### src/rtl/write_bus_arbiter_pkg.sv
// Shared constants and the round-robin scan helper for write_bus_arbiter.
package write_bus_pkg;

  localparam int GAP_W   = 8;
  localparam int STAT_W  = 16;
  localparam logic [STAT_W-1:0] STAT_MAX = 16'hFFFF;
  localparam int MAX_REQ = 16;

  // First set bit of pending scanning ptr+1, ptr+2, ... with explicit wrap,
  // so non-power-of-2 requester counts never land on a phantom index.
  function automatic int rr_next(input int num_req, input int ptr,
                                 input logic [MAX_REQ-1:0] pending);
    int idx;
    logic found;
    rr_next = ptr;
    idx     = ptr;
    found   = 1'b0;
    for (int i = 0; i < MAX_REQ; i++) begin
      if (i < num_req) begin
        idx = (idx == num_req - 1) ? 0 : idx + 1;
        if (!found && pending[idx]) begin
          rr_next = idx;
          found   = 1'b1;
        end
      end
    end
  endfunction

endpackage

### src/rtl/write_bus_arbiter_rr_pick.sv
// Combinational round-robin selector: winner is the first pending slot after ptr.
module rr_pick
  import write_bus_pkg::*;
#(
  parameter int NUM_REQ = 4,
  parameter int IDX_W   = $clog2(NUM_REQ)
) (
  input  logic [NUM_REQ-1:0] pending,
  input  logic [IDX_W-1:0]   ptr,
  output logic               any,
  output logic [IDX_W-1:0]   winner
);

  logic [MAX_REQ-1:0] pend_ext;

  always_comb begin
    pend_ext                = '0;
    pend_ext[NUM_REQ-1:0]   = pending;
  end

  assign any    = |pending;
  assign winner = IDX_W'(rr_next(NUM_REQ, int'(ptr), pend_ext));

endmodule

### src/rtl/write_bus_arbiter.sv
// Round-robin arbiter draining one-deep per-requester slots onto a shared write bus.
// Optional grant counters when WRITE_BUS_ARB_STATS_EN is defined.
module write_bus_arbiter
  import write_bus_pkg::*;
#(
  parameter int NUM_REQ     = 4,
  parameter int WORD_WIDTH  = 8,
  parameter int VALUE_WORDS = 4,
  parameter int GAP_CYCLES  = 0,
  localparam int DATA_W     = VALUE_WORDS * WORD_WIDTH,
  localparam int IDX_W      = $clog2(NUM_REQ)
) (
  input  logic                          clk,
  input  logic                          i_reset_n,
  input  logic [NUM_REQ-1:0]            i_valid,
  output logic [NUM_REQ-1:0]            o_ready,
  input  logic [NUM_REQ*WORD_WIDTH-1:0] i_addr,
  input  logic [NUM_REQ*DATA_W-1:0]     i_data,
  output logic [WORD_WIDTH-1:0]         o_w_addr,
  output logic [DATA_W-1:0]             o_w_data,
  output logic                          o_w_en,
  output logic [IDX_W-1:0]              o_grant_id
`ifdef WRITE_BUS_ARB_STATS_EN
  ,
  input  logic                          i_stats_clr,
  output logic [NUM_REQ*STAT_W-1:0]     o_grant_count
`endif
);

  typedef struct packed {
    logic [WORD_WIDTH-1:0] addr;
    logic [DATA_W-1:0]     data;
  } slot_t;

  slot_t [NUM_REQ-1:0] slot_q;
  logic  [NUM_REQ-1:0] pend_q;
  logic  [IDX_W-1:0]   ptr_q;
  logic  [IDX_W-1:0]   winner;
  logic  [GAP_W-1:0]   gap_q;
  logic                any;
  logic                grant;

  assign grant   = any && (gap_q == '0);
  assign o_ready = ~pend_q;

  rr_pick #(.NUM_REQ(NUM_REQ), .IDX_W(IDX_W)) u_pick (
    .pending (pend_q),
    .ptr     (ptr_q),
    .any     (any),
    .winner  (winner)
  );

  // A slot is only granted while full, so grant-clear and refill never collide.
  for (genvar k = 0; k < NUM_REQ; k++) begin : g_slot
    logic  pend;
    slot_t slot;

    always_ff @(posedge clk or negedge i_reset_n) begin
      if (!i_reset_n) begin
        pend <= 1'b0;
        slot <= '0;
      end else if (grant && winner == IDX_W'(k)) begin
        pend <= 1'b0;
      end else if (i_valid[k] && !pend) begin
        pend      <= 1'b1;
        slot.addr <= i_addr[k*WORD_WIDTH +: WORD_WIDTH];
        slot.data <= i_data[k*DATA_W +: DATA_W];
      end
    end

    assign pend_q[k] = pend;
    assign slot_q[k] = slot;
  end

  always_ff @(posedge clk or negedge i_reset_n) begin
    if (!i_reset_n) begin
      o_w_en     <= 1'b0;
      o_w_addr   <= '0;
      o_w_data   <= '0;
      o_grant_id <= '0;
      ptr_q      <= IDX_W'(NUM_REQ - 1);
      gap_q      <= '0;
    end else begin
      o_w_en <= grant;
      if (grant) begin
        o_w_addr   <= slot_q[winner].addr;
        o_w_data   <= slot_q[winner].data;
        o_grant_id <= winner;
        ptr_q      <= winner;
        gap_q      <= GAP_W'(GAP_CYCLES);
      end else if (gap_q != '0) begin
        gap_q <= gap_q - 1'b1;
      end
    end
  end

`ifdef WRITE_BUS_ARB_STATS_EN
  // Clear beats a coincident grant; counters stick at STAT_MAX.
  for (genvar k = 0; k < NUM_REQ; k++) begin : g_stat
    logic [STAT_W-1:0] cnt;

    always_ff @(posedge clk or negedge i_reset_n) begin
      if (!i_reset_n)
        cnt <= '0;
      else if (i_stats_clr)
        cnt <= '0;
      else if (grant && winner == IDX_W'(k) && cnt != STAT_MAX)
        cnt <= cnt + 1'b1;
    end

    assign o_grant_count[k*STAT_W +: STAT_W] = cnt;
  end
`endif

endmodule

### config.mk
export PLATFORM = sky130hd
export DESIGN_NAME = write_bus_arbiter
export DESIGN_NICKNAME = d
export VERILOG_FILES = /design/src/rtl/write_bus_arbiter_pkg.sv /design/src/rtl/write_bus_arbiter_rr_pick.sv /design/src/rtl/write_bus_arbiter.sv
export SDC_FILE = /design/constraint.sdc
export NUM_CORES = 1
export LEC_CHECK = 0
export ABC_AREA = 1
export BUFFER_PORTS_ARGS = -buffer_cell sky130_fd_sc_hd__buf_4
export CORE_MARGIN = 4
export CORE_UTILIZATION = 56
export CTS_CLUSTER_SIZE = 20
export DETAILED_ROUTE_END_ITERATION = 12
export PLACE_DENSITY = 0.81
export SLEW_MARGIN = 20
export SYNTH_ARGS = -nofsm -noshare
export SYNTH_HDL_FRONTEND = slang
export SYNTH_SLANG_ARGS = --single-unit
### constraint.sdc
create_clock -name clk -period 2.95 [get_ports clk]
set_clock_uncertainty 0.15 [all_clocks]
set_input_delay 0.59 -clock clk [delete_from_list [all_inputs] [get_ports clk]]
set_output_delay 0.59 -clock clk [all_outputs]
set_load 0.02 [all_outputs]
==> results.py, run 1 <==
metrics = {
    "logic_synthesis": {
        "synth_cell_types": 33,
        "synth_simple_gate_area_frac": 0.399,
        "synth_nets": 1616,
        "synthCells": 1448,
        "syn_area_um2": 10800,
        "synth-compound-area-share": 0.00986,
        "ys_seq_area_frac": 0.503,
        "ys_seq_elements": 217,
        "syn_area_per_cell_um2": 7.45,
        "yosysWarnings": 0,
        "yosys-mux-area-fraction": 0,
        "synth_top_family_by_area": "simple AND/OR/NAND/NOR gates",
        "synth_xor_area_frac": 0.00325,
        "synth_adder_area_share": 0.00232,
    },
    "routing": {
        "drc_errors": 0,
        "dr.pass1.iters": 5,
        "drtIter0Drc": 779,
        "routed-wl-met2_mm": 15.4,
        "ant_nets": 0,
        "vias_per_cell": 5.42,
        "wl_per_cell_um": 16.9,
        "dr.max_layer_used": "met5",
        "wl_met1_mm": 13.3,
        "route.final.wire_length_mm": 32.4,
        "wl_met3_mm": 2.75,
        "vias": 10400,
    },
    "placed_design": {
        "postPlaceCellArea_um2": 12700,
        "port_buffers": 212,
        "dp_slack_ns": 0.0968,
        "gp_congestion": 0.884,
        "dp_hpwl_mm": 21.7,
    },
    "cts": {
        "clock_path_buffers": 3,
        "cts_tree": "done",
        "clk_transition_reported_paths_ns": 0.06,
        "htree_levels": 1,
        "cts_buffers": 24,
        "cts-root-buf": "clkbuf_16",
        "clock-sinks": 217,
        "clock_latency_ns": 0.51,
    },
    "critical_path": {
        "r2r_cells": 14,
        "worstPathMaxFanout": 21,
        "endpoint_kind": "flip-flop",
        "rr_endpoint": "g_slot[0].slot[18]",
        "crit_required_ns": 3.20,
        "reg2reg_from": "ptr_q[1]",
        "reg2reg_slack_ns": 0.11,
        "startpoint_type": "flip-flop",
        "worstPathArrival_ns": 3.09,
        "critPathKind": "flip-flop to flip-flop",
    },
    "die": {
        "core_um2": 18800,
        "start_util": 0.573,
        "rows": 50,
        "die_area_um2": 21600,
        "die_w_um": 147,
        "die_h_um": 147,
        "pin_count": 213,
    },
    "cells_and_area": {
        "drive_gt1_frac": 0.205,
        "fin_nets": 1811,
        "mostFrequentLayoutCells": "nand2_1, nand3_1, buf_4, dfrtp_1, inv_1",
        "final_area_um2": 13800,
        "num_antenna_cells": 0,
        "post-route-util": 0.731,
        "final_common_cell": "nand2_1",
        "syn2layout_area_growth_pct": 27.6,
    },
    "min_path": {
        "hold_start": "i_valid[0]",
        "hp-class": "input port to flip-flop",
        "hold_path_depth": 3,
        "hold_path_end": "g_slot[0].pend",
    },
    "grt": {
        "first_global_vias": 10300,
        "grt_usage": 0.289,
        "grt_pass1_wl_mm": 50.8,
        "grt_max_degree": 81,
        "antenna_found_initial": 1,
        "globalRouteOverflowTotal": 0,
    },
    "timing": {
        "holdWs_ns": 0.140,
        "worst_pin_slew_ns": 0.643,
        "setup_violations": 0,
        "slew_viol_final": 0,
        "fin_crit_sh": 0.963,
        "max_freq_mhz": 352,
        "max_slew_margin": 0.570,
        "post-route-min-period_ns": 2.84,
        "hold_violations": 0,
        "fin_ws_ns": 0.109,
    },
    "status": {
        "status": "finished, final reports clean",
    },
    "flow_run": {
        "drv_cap": 0,
    },
}
[synthesized netlist by cell type, drive strengths merged]
cell | count | area, µm²
nand2 | 659 | 2510
nand3 | 336 | 1710
dfrtp | 215 | 5380
inv | 104 | 393
buf | 57 | 358
clkbuf | 37 | 139
nor2 | 11 | 46.3
o21ai | 9 | 60.1
o21a | 3 | 22.5
a21oi | 2 | 10.0
dfstp | 2 | 52.6
ha | 2 | 25.0
nor3 | 2 | 15.0
xnor2 | 2 | 17.5
xor2 | 2 | 17.5
nand3b | 1 | 7.51
nand4 | 1 | 6.26
nor4 | 1 | 6.26
o21bai | 1 | 7.51
o22ai | 1 | 6.26
[final cells by class]
cell class / count / area [µm²]
sequential: 217 / 5430
fill: 1480 / 5060
multi-input combinational: 1033 / 4590
timing repair buffer: 263 / 2210
clock buffer: 31 / 668
inverter: 104 / 395
tap: 260 / 325
clock inverter: 11 / 155
[critical path: stages (launching register included)]
cell,delay (ns)
dfstp_2,0.54
ha_2,0.32
inv_2,0.10
nand2_2,0.07
nand3_1,0.15
nand2_2,0.12
o21bai_1,0.18
nand2_1,0.13
nand3_4,0.18
nand2_8,0.10
inv_2,0.10
nand3_4,0.12
buf_12,0.19
nand3_1,0.17
nand2_1,0.09
[logic make-up (layout without fill, tap and decap cells)]
family / Yosys count / in the layout
flip-flops: 217 / 217
buffers and inverters: 198 / 409
AND/OR/NAND/NOR: 1011 / 1011
AO/OA/AOI/OAI: 16 / 16
XOR/XNOR: 4 / 4
adder cells (fa/ha/maj): 2 / 2
[worst max-delay path by stage]
stage                               endpoint  slack, ns     start  depth (start not counted)
final                     g_slot[0].slot[18]       0.11  ptr_q[1]                         14
after global routing      g_slot[2].slot[26]      -0.04  ptr_q[1]                         15
after CTS                 g_slot[0].slot[18]       0.01  ptr_q[1]                         16
after detailed placement  g_slot[0].slot[18]        0.1  ptr_q[1]                         16
after global placement          o_w_data[14]       0.21  ptr_q[1]                         16
after floorplan            g_slot[0].slot[0]       0.52  ptr_q[1]                         16
[registers in the layout (all words and copies together) (netlist names)]
signal	count
ptr_q	2
g_slot.slot	160
gap_q	8
o_w_data	32
o_w_en	1
g_slot.pend	4
o_w_addr	8
o_grant_id	2
[routing by layer]
layer	GRT usage	vias to the layer above
met5	0	-
met4	0.0818	2
met3	0.0487	73
met2	0.483	500
met1	0.392	4877
li1	-	4952
[per-stage QoR]
step / instances / TNS, ns
detailed placement: 1873 / 0
finish: 1919 / 0
floorplan: 1448 / 0
global route: 1919 / -0.303
global placement: 1873 / 0
CTS: 1916 / 0
[repair_timing]
item,4_1_cts,5_1_grt
endpoints found under the hold margin,64,0
hold buffers,1,0
setup endpoints to repair,0,204
setup buffers,0,1
gates resized for setup,0,35
Power of run 1 is not shown: default switching activity piles up to over one toggle a cycle in this logic, so the estimate is an artifact.
==> inputs of run 2 (changes only) <==
Settings changed: ABC_AREA 1 to not set, CORE_UTILIZATION 56 to 55.
==> run 2 against run 1 <==
  * The flow now finishes with violations (negative setup slack)
  * Clock-buffer cell count increased by 2
  * Non-clock buffer count increased by 11
  * Sequential share of layout area increased by 1.4 points
  * Fmax decreased by 7.4%
  * First-iteration DRC count decreased by 53%
  * Utilization increased by 3.2 points
  * Synthesized area decreased by 8.8%
  * Via count decreased by 35%
  * Design area decreased by 3.5%
==> results.py, run 2 <==
metrics = {
    "grt": {
        "grtUsageMet3": 0.0415,
        "first_global_vias": 7387,
        "grt_pass1_wl_mm": 39.7,
        "antenna_found_initial": 0,
        "use_met2": 0.419,
        "globalRouteOverflowTotal": 0,
        "grt_usage": 0.247,
        "grt_max_degree": 81,
        "met1_usage": 0.330,
        "top_usage_layer": "met2",
    },
    "routing": {
        "dr.pass1.iters": 4,
        "drtIter0Drc": 366,
        "vias_per_cell": 5.70,
        "vias": 6758,
        "wl_per_cell_um": 22.1,
        "drc_errors": 0,
        "route.final.wire_length_mm": 26.2,
        "ant_nets": 0,
    },
    "logic_synthesis": {
        "ys_seq_elements": 217,
        "synth_most_common_cell": "dfrtp_1",
        "synth_edf_count": 0,
        "synth_cell_types": 52,
        "synth_adder_area_share": 0.00254,
        "synth_nets": 857,
        "synthCells": 689,
        "ys_seq_area_frac": 0.552,
        "yosysWarnings": 0,
        "netlist.area_leader.share": 0.547,
        "synth_area_leaders": "dfrtp_1, mux2_4, mux2_1",
        "syn_area_per_cell_um2": 14.3,
        "yosys-mux-area-fraction": 0.302,
        "ys.flop_type": "dfrtp_1",
        "ys_async_sr_fraction": 1.00,
        "synth_top_family_by_area": "multiplexers",
        "synth_xor_area_frac": 0.00534,
        "syn_area_um2": 9840,
        "synth_area_leader_cell": "dfrtp_1",
        "synthTopCellsByCount": "dfrtp_1, mux2i_1, mux2_1, mux2_4, nand2_1",
        "synth-compound-area-share": 0.0647,
        "synth_simple_gate_area_frac": 0.0430,
    },
    "min_path": {
        "hp-class": "input port to flip-flop",
        "hold_start": "i_addr[5]",
    },
    "critical_path": {
        "startpoint_type": "flip-flop",
        "reg2reg_slack_ns": -0.12,
        "endpoint_kind": "flip-flop",
        "crit_chain": "inv_2 > ha_4 > or4b_4 > or3_4 > a211o_1 > o21a_4 > o211a_4 > clkbuf_16 > mux2_4",
        "cp_slowest_cell": "or4b_4",
        "crit_path_start": "gap_q[0]",
        "cpPeakStageDelay_ns": 0.45,
        "critPathKind": "flip-flop to flip-flop",
        "worstPathMaxFanout": 11,
        "worstPathArrival_ns": 3.33,
        "crit_required_ns": 3.21,
        "crit_buf_inv": 2,
        "reg2reg_from": "gap_q[0]",
        "crit_family": "simple AND/OR/NAND/NOR gates",
    },
    "cells_and_area": {
        "ff_latch_area_um2": 5430,
        "top_regs": "g_slot.slot x160, o_w_data x32",
        "final_area_um2": 13300,
        "fin_nets": 1110,
        "mostFrequentLayoutCells": "buf_4, dfrtp_1, mux2_4, mux2_1, mux2i_1",
        "drive_gt1_frac": 0.461,
        "nFillCells": 1084,
        "top_register": "g_slot.slot",
        "syn2layout_area_growth_pct": 35.0,
        "num_antenna_cells": 0,
        "largest_reg_flops": 160,
        "final_common_cell": "buf_4",
        "multiInputGateArea_um2": 4330,
    },
    "cts": {
        "clk_transition_reported_paths_ns": 0.06,
        "cts-root-buf": "clkbuf_16",
        "htree_levels": 1,
        "clock_path_buffers": 3,
        "clock-sinks": 217,
        "cts_buffers": 24,
        "clock_latency_ns": 0.52,
        "cts_tree": "done",
    },
    "power": {
        "p_seq_frac": 0.273,
        "p_sw_w": 0.00774,
        "pwr-share-clk": 0.155,
        "p_comb_frac": 0.573,
        "switching_share": 0.380,
        "leakagePower_nw": 6.23,
        "vdd_drop_max_uv": 1180,
        "powerDensity_nw_per_um2": 1530,
        "intPower_w": 0.0126,
    },
    "status": {
        "violations": "negative setup slack",
        "status": "finished, violations left",
    },
    "die": {
        "rows": 48,
        "start_util": 0.565,
        "core_um2": 17400,
        "pin_count": 213,
        "die_w_um": 142,
        "die_h_um": 142,
        "die_area_um2": 20100,
    },
    "flow_run": {
        "drv_cap": 0,
    },
    "timing": {
        "worst_pin_slew_ns": 0.619,
        "setup_violations": 120,
        "hold_violations": 0,
        "fin_crit_sh": 1.04,
        "rsz0062_at_grt": "true",
        "max_freq_mhz": 326,
        "slew_viol_final": 0,
        "fin_ws_ns": -0.119,
        "max_slew_margin": 0.587,
        "post-route-min-period_ns": 3.07,
    },
    "placed_design": {
        "dp_hpwl_mm": 17.2,
        "gp_congestion": 0.879,
        "dp_slack_ns": -0.203,
        "postPlaceCellArea_um2": 12000,
        "port_buffers": 212,
    },
}
## run 2: cell count changes in the layout (fill, tap and decap cells not counted), sizes merged, moves of 4 or more
cell,delta
o221ai,+42
mux2i,+81
mux2,+161
nand2,-612
o21ai,-4
a21oi,+7
nand3,-333
clkbuf,+5
inv,-95
buf,+8
nand2b,+4
## run 2: cell type report
class / instances / share of cell area
multi-input combinational: 417 / 0.326
clock inverter: 11 / 0.0112
clock buffer: 33 / 0.0530
inverter: 8 / 0.00226
tap: 225 / 0.0212
timing repair buffer: 274 / 0.178
sequential: 217 / 0.409
## run 2: worst paths after layout
path,end,cells after the start
setup / recovery,g_slot[2].slot[35],9
hold / removal,g_slot[0].slot[37],2
setup reg to reg,g_slot[2].slot[35],9
hold reg to reg,gap_q[4],1
max in group asynchronous,g_slot[0].slot[14],3
min in group asynchronous,g_slot[3].slot[4],2
## run 2: metrics by stage
step                      hold WS, ns  TNS [ns]  power (W)   util  std cells
after floorplan                 0.144         0     0.0127      -        689
after global placement          0.306    -10.43     0.0156  0.689       1126
after detailed placement        0.308    -19.13     0.0159  0.689       1126
after CTS                       0.114    -0.446     0.0194  0.745       1175
after global routing            0.117    -16.23     0.0214  0.763       1185
final                           0.129     -8.80     0.0204  0.763       1185
## run 2: logic make-up (layout without fill, tap and decap cells)
| group | count (synthesis) | in the layout |
|---|---|---|
| muxes | 244 | 244 |
| and+or+nand+nor | 88 | 88 |
| buffers and inverters | 55 | 326 |
| DFF | 217 | 217 |
| adders and majority gates | 2 | 2 |
| AOI/OAI and AO/OA | 77 | 77 |
| xor gates and xnor gates | 6 | 6 |
## run 2: per-layer routing
layer / vias to the layer above / part of all wire
met1: 3431 / 0.41
li1: 3050 / -
met2: 229 / 0.50
met4: 0 / 0.029
met3: 48 / 0.061
met5: - / 0
## run 2: timing repair
item	CTS	global route
setup buffers	3	5
pin swaps	2	4
hold buffers	1	0
hold endpoints to repair	73	0
endpoints found under the setup margin	200	202
gates cloned	1	5
resized for setup	20	34
## run 2: worst reg2reg max path: cells and delay by family (launching register included)
kind	cells	cell delay, ns
buffers and inverters	2	0.30
multiplexers	1	0.31
AND/OR/NAND/NOR	2	0.83
flip-flops	1	0.40
adder cells (fa/ha/maj)	1	0.14
AO/OA/AOI/OAI	3	0.82
## run 2: power groups by stage
stage          registers (W)  clock network (W)  logic, W
3_3_place_gp         0.00548                  0    0.0101
4_1_cts              0.00552            0.00320    0.0106
2_1_floorplan        0.00560                  0   0.00707
3_5_place_dp         0.00554                  0    0.0103
5_1_grt              0.00575            0.00333    0.0124
6_report             0.00556            0.00315    0.0117
Note: power is estimated with default switching activity, not from simulation.
==> inputs of run 3 (changes only) <==
--- a/config.mk
+++ b/config.mk
@@ -7,5 +7,4 @@
 export LEC_CHECK = 0
 export BUFFER_PORTS_ARGS = -buffer_cell sky130_fd_sc_hd__buf_4
-export CORE_MARGIN = 4
 export CORE_UTILIZATION = 55
 export CTS_CLUSTER_SIZE = 20
==> constraint.sdc (replaced) <==
create_clock -name clk -period 2.95 [get_ports clk]
set_clock_uncertainty 0.15 [all_clocks]
set_input_delay 0.4425 -clock clk [delete_from_list [all_inputs] [get_ports clk]]
set_output_delay 0.4425 -clock clk [all_outputs]
set_load 0.02 [all_outputs]
==> run 3 against run 2 <==
  * The flow still finishes with violations (negative setup slack)
  * Design area is 7.1% higher
  * Routed wire length is 11% higher
  * Final cell count grew 5.9%
  * Non-clock buffer count grew 74
  * Total power rose by 6.8%
  * Sequential power increased by 2%
  * Largest cell class unchanged
  * Highest routed layer unchanged
==> results.py, run 3 (synthesized netlist as in run 2, its figures left out) <==
metrics = {
    "status": {
        "status": "finished, violations left",
        "violations": "negative setup slack",
    },
    "timing": {
        "setup_violations": 135,
        "worst_pin_slew_ns": 0.573,
        "max_slew_margin": 0.618,
        "post-route-min-period_ns": 3.03,
        "hold_violations": 0,
        "rsz0062_at_grt": "true",
        "fin_crit_sh": 1.03,
        "holdWs_ns": 0.0127,
        "slew_viol_final": 0,
        "max_freq_mhz": 330,
        "fin_ws_ns": -0.0846,
    },
    "cells_and_area": {
        "final_area_um2": 14200,
        "mostFrequentLayoutCells": "buf_4, dfrtp_1, mux2_4, mux2i_1, dlygate4sd3_1",
        "num_antenna_cells": 0,
        "syn2layout_area_growth_pct": 44.6,
        "largest_reg_flops": 160,
        "final_common_cell": "buf_4",
        "drive_gt1_frac": 0.476,
        "fin_nets": 1183,
        "top_regs": "g_slot.slot x160, o_w_data x32",
        "top_register": "g_slot.slot",
    },
    "critical_path": {
        "endpoint_kind": "flip-flop",
        "setup.worst_path.end": "g_slot[1].slot[6]",
        "reg2reg_slack_ns": -0.08,
        "startpoint_type": "flip-flop",
        "reg2reg_from": "ptr_q[0]",
        "r2r_cells": 9,
        "worstPathMaxFanout": 22,
        "rr_endpoint": "g_slot[1].slot[6]",
        "critPathKind": "flip-flop to flip-flop",
        "crit_required_ns": 3.17,
        "crit_path_start": "ptr_q[0]",
        "worstPathArrival_ns": 3.25,
    },
    "placed_design": {
        "port_buffers": 212,
        "postPlaceCellArea_um2": 12100,
        "dp_hpwl_mm": 16.7,
        "gp_congestion": 0.912,
    },
    "cts": {
        "clk_transition_reported_paths_ns": 0.06,
        "htree_levels": 1,
        "cts_buffers": 23,
        "clock_latency_ns": 0.50,
        "cts_tree": "done",
        "clock-sinks": 217,
        "cts-root-buf": "clkbuf_16",
        "clock_path_buffers": 3,
    },
    "die": {
        "rows": 48,
        "pin_count": 213,
        "die_h_um": 136,
        "die_w_um": 136,
        "die_area_um2": 18400,
        "start_util": 0.565,
        "core_um2": 17400,
    },
    "power": {
        "powerDensity_nw_per_um2": 1530,
        "p_comb_frac": 0.605,
        "p_sw_w": 0.00832,
        "pwr-share-clk": 0.134,
        "vdd_drop_max_uv": 1080,
        "switching_share": 0.382,
        "intPower_w": 0.0134,
        "p_seq_frac": 0.261,
        "leakagePower_nw": 6.72,
    },
    "routing": {
        "drc_errors": 0,
        "route.final.wire_length_mm": 29.2,
        "dr.pass1.iters": 4,
        "vias": 7305,
        "vias_per_cell": 5.82,
        "ant_nets": 0,
        "wl_per_cell_um": 23.3,
        "drtIter0Drc": 424,
    },
    "grt": {
        "grt_pass1_wl_mm": 41.4,
        "first_global_vias": 7741,
        "antenna_found_initial": 0,
        "globalRouteOverflowTotal": 0,
        "grt_usage": 0.297,
        "grt_max_degree": 69,
    },
    "min_path": {
        "hp-class": "input port to flip-flop",
        "hold_start": "i_addr[9]",
    },
    "flow_run": {
        "drv_cap": 0,
    },
}
==> run 3: changes by cell type in the layout (fill, tap and decap cells not counted), moves of 5 or more <==
cell           before  now
mux2_4             83  119
mux2_1             77   42
mux2i_1            76   69
dlygate4sd3_1       1   64
buf_12             13   18
mux2i_4             0    5
==> run 3: worst min-delay path by stage <==
| stage | end | slack [ns] | cells after the start |
|---|---|---|---|
| global placement | gap_q[4] | 0.30 | 1 |
| floorplan | g_slot[0].pend | -0.003 | 0 |
| global route | g_slot[1].slot[9] | -0.0004 | 2 |
| detailed placement | gap_q[4] | 0.30 | 1 |
| finish | g_slot[1].slot[33] | 0.01 | 2 |
| CTS | g_slot[1].slot[33] | 0.00006 | 2 |
==> run 3: layout make-up <==
class	instances	area, µm²
tap	225	282
inverter	8	30.0
sequential	217	5430
clock buffer	30	652
timing repair buffer	348	3210
fill	910	3180
multi-input combinational	417	4520
clock inverter	10	106
==> run 3: power groups by stage <==
stage | clock [W] | sequential (W) | combinational, W
5_1_grt | 0.00308 | 0.00582 | 0.0138
4_1_cts | 0.00294 | 0.00555 | 0.0114
2_1_floorplan | 0 | 0.00560 | 0.00707
3_5_place_dp | 0 | 0.00553 | 0.0105
3_3_place_gp | 0 | 0.00547 | 0.0102
6_report | 0.00291 | 0.00568 | 0.0132
==> run 3: layer usage <==
| metal | vias to the layer above | routed length (µm) | GRT usage | share of wire |
|---|---|---|---|---|
| li1 | 3170 | - | - | - |
| met3 | 89 | 1550 | 0.0423 | 0.053 |
| met4 | 0 | 1170 | 0.137 | 0.040 |
| met2 | 301 | 14900 | 0.513 | 0.51 |
| met1 | 3745 | 11600 | 0.368 | 0.40 |
| met5 | - | 0 | 0 | 0 |
==> run 3: worst max-delay path: stages, from the launching register on <==
cell and delay (ns):
dfstp_2 0.56, buf_6 0.17, mux4_2 0.58, nor4_4 0.22, o31ai_2 0.16, buf_4 0.16
o211ai_4 0.08, o211a_4 0.22, buf_12 0.19, mux2_1 0.38
==> run 3: what timing repair did <==
item / in CTS / in global routing
pin swaps: 4 / 11
buffers inserted: 7 / 5
gates cloned: 4 / 6
setup endpoints to repair: 200 / 200
hold buffers: 63 / 1
hold endpoints to repair: 123 / 1
gates resized for setup: 30 / 75
==> run 3: stage by stage <==
stage,TNS (ns),setup WS (ns),instances,total power [W],utilization
after floorplan,0,0.000383,689,0.0127,-
final,-3.56,-0.0846,1255,0.0218,0.817
after CTS,-2.11,-0.0952,1245,0.0199,0.792
after global placement,-11.04,-0.127,1131,0.0156,0.693
after global routing,-15.89,-0.152,1255,0.0227,0.817
after detailed placement,-21.70,-0.269,1131,0.0160,0.693
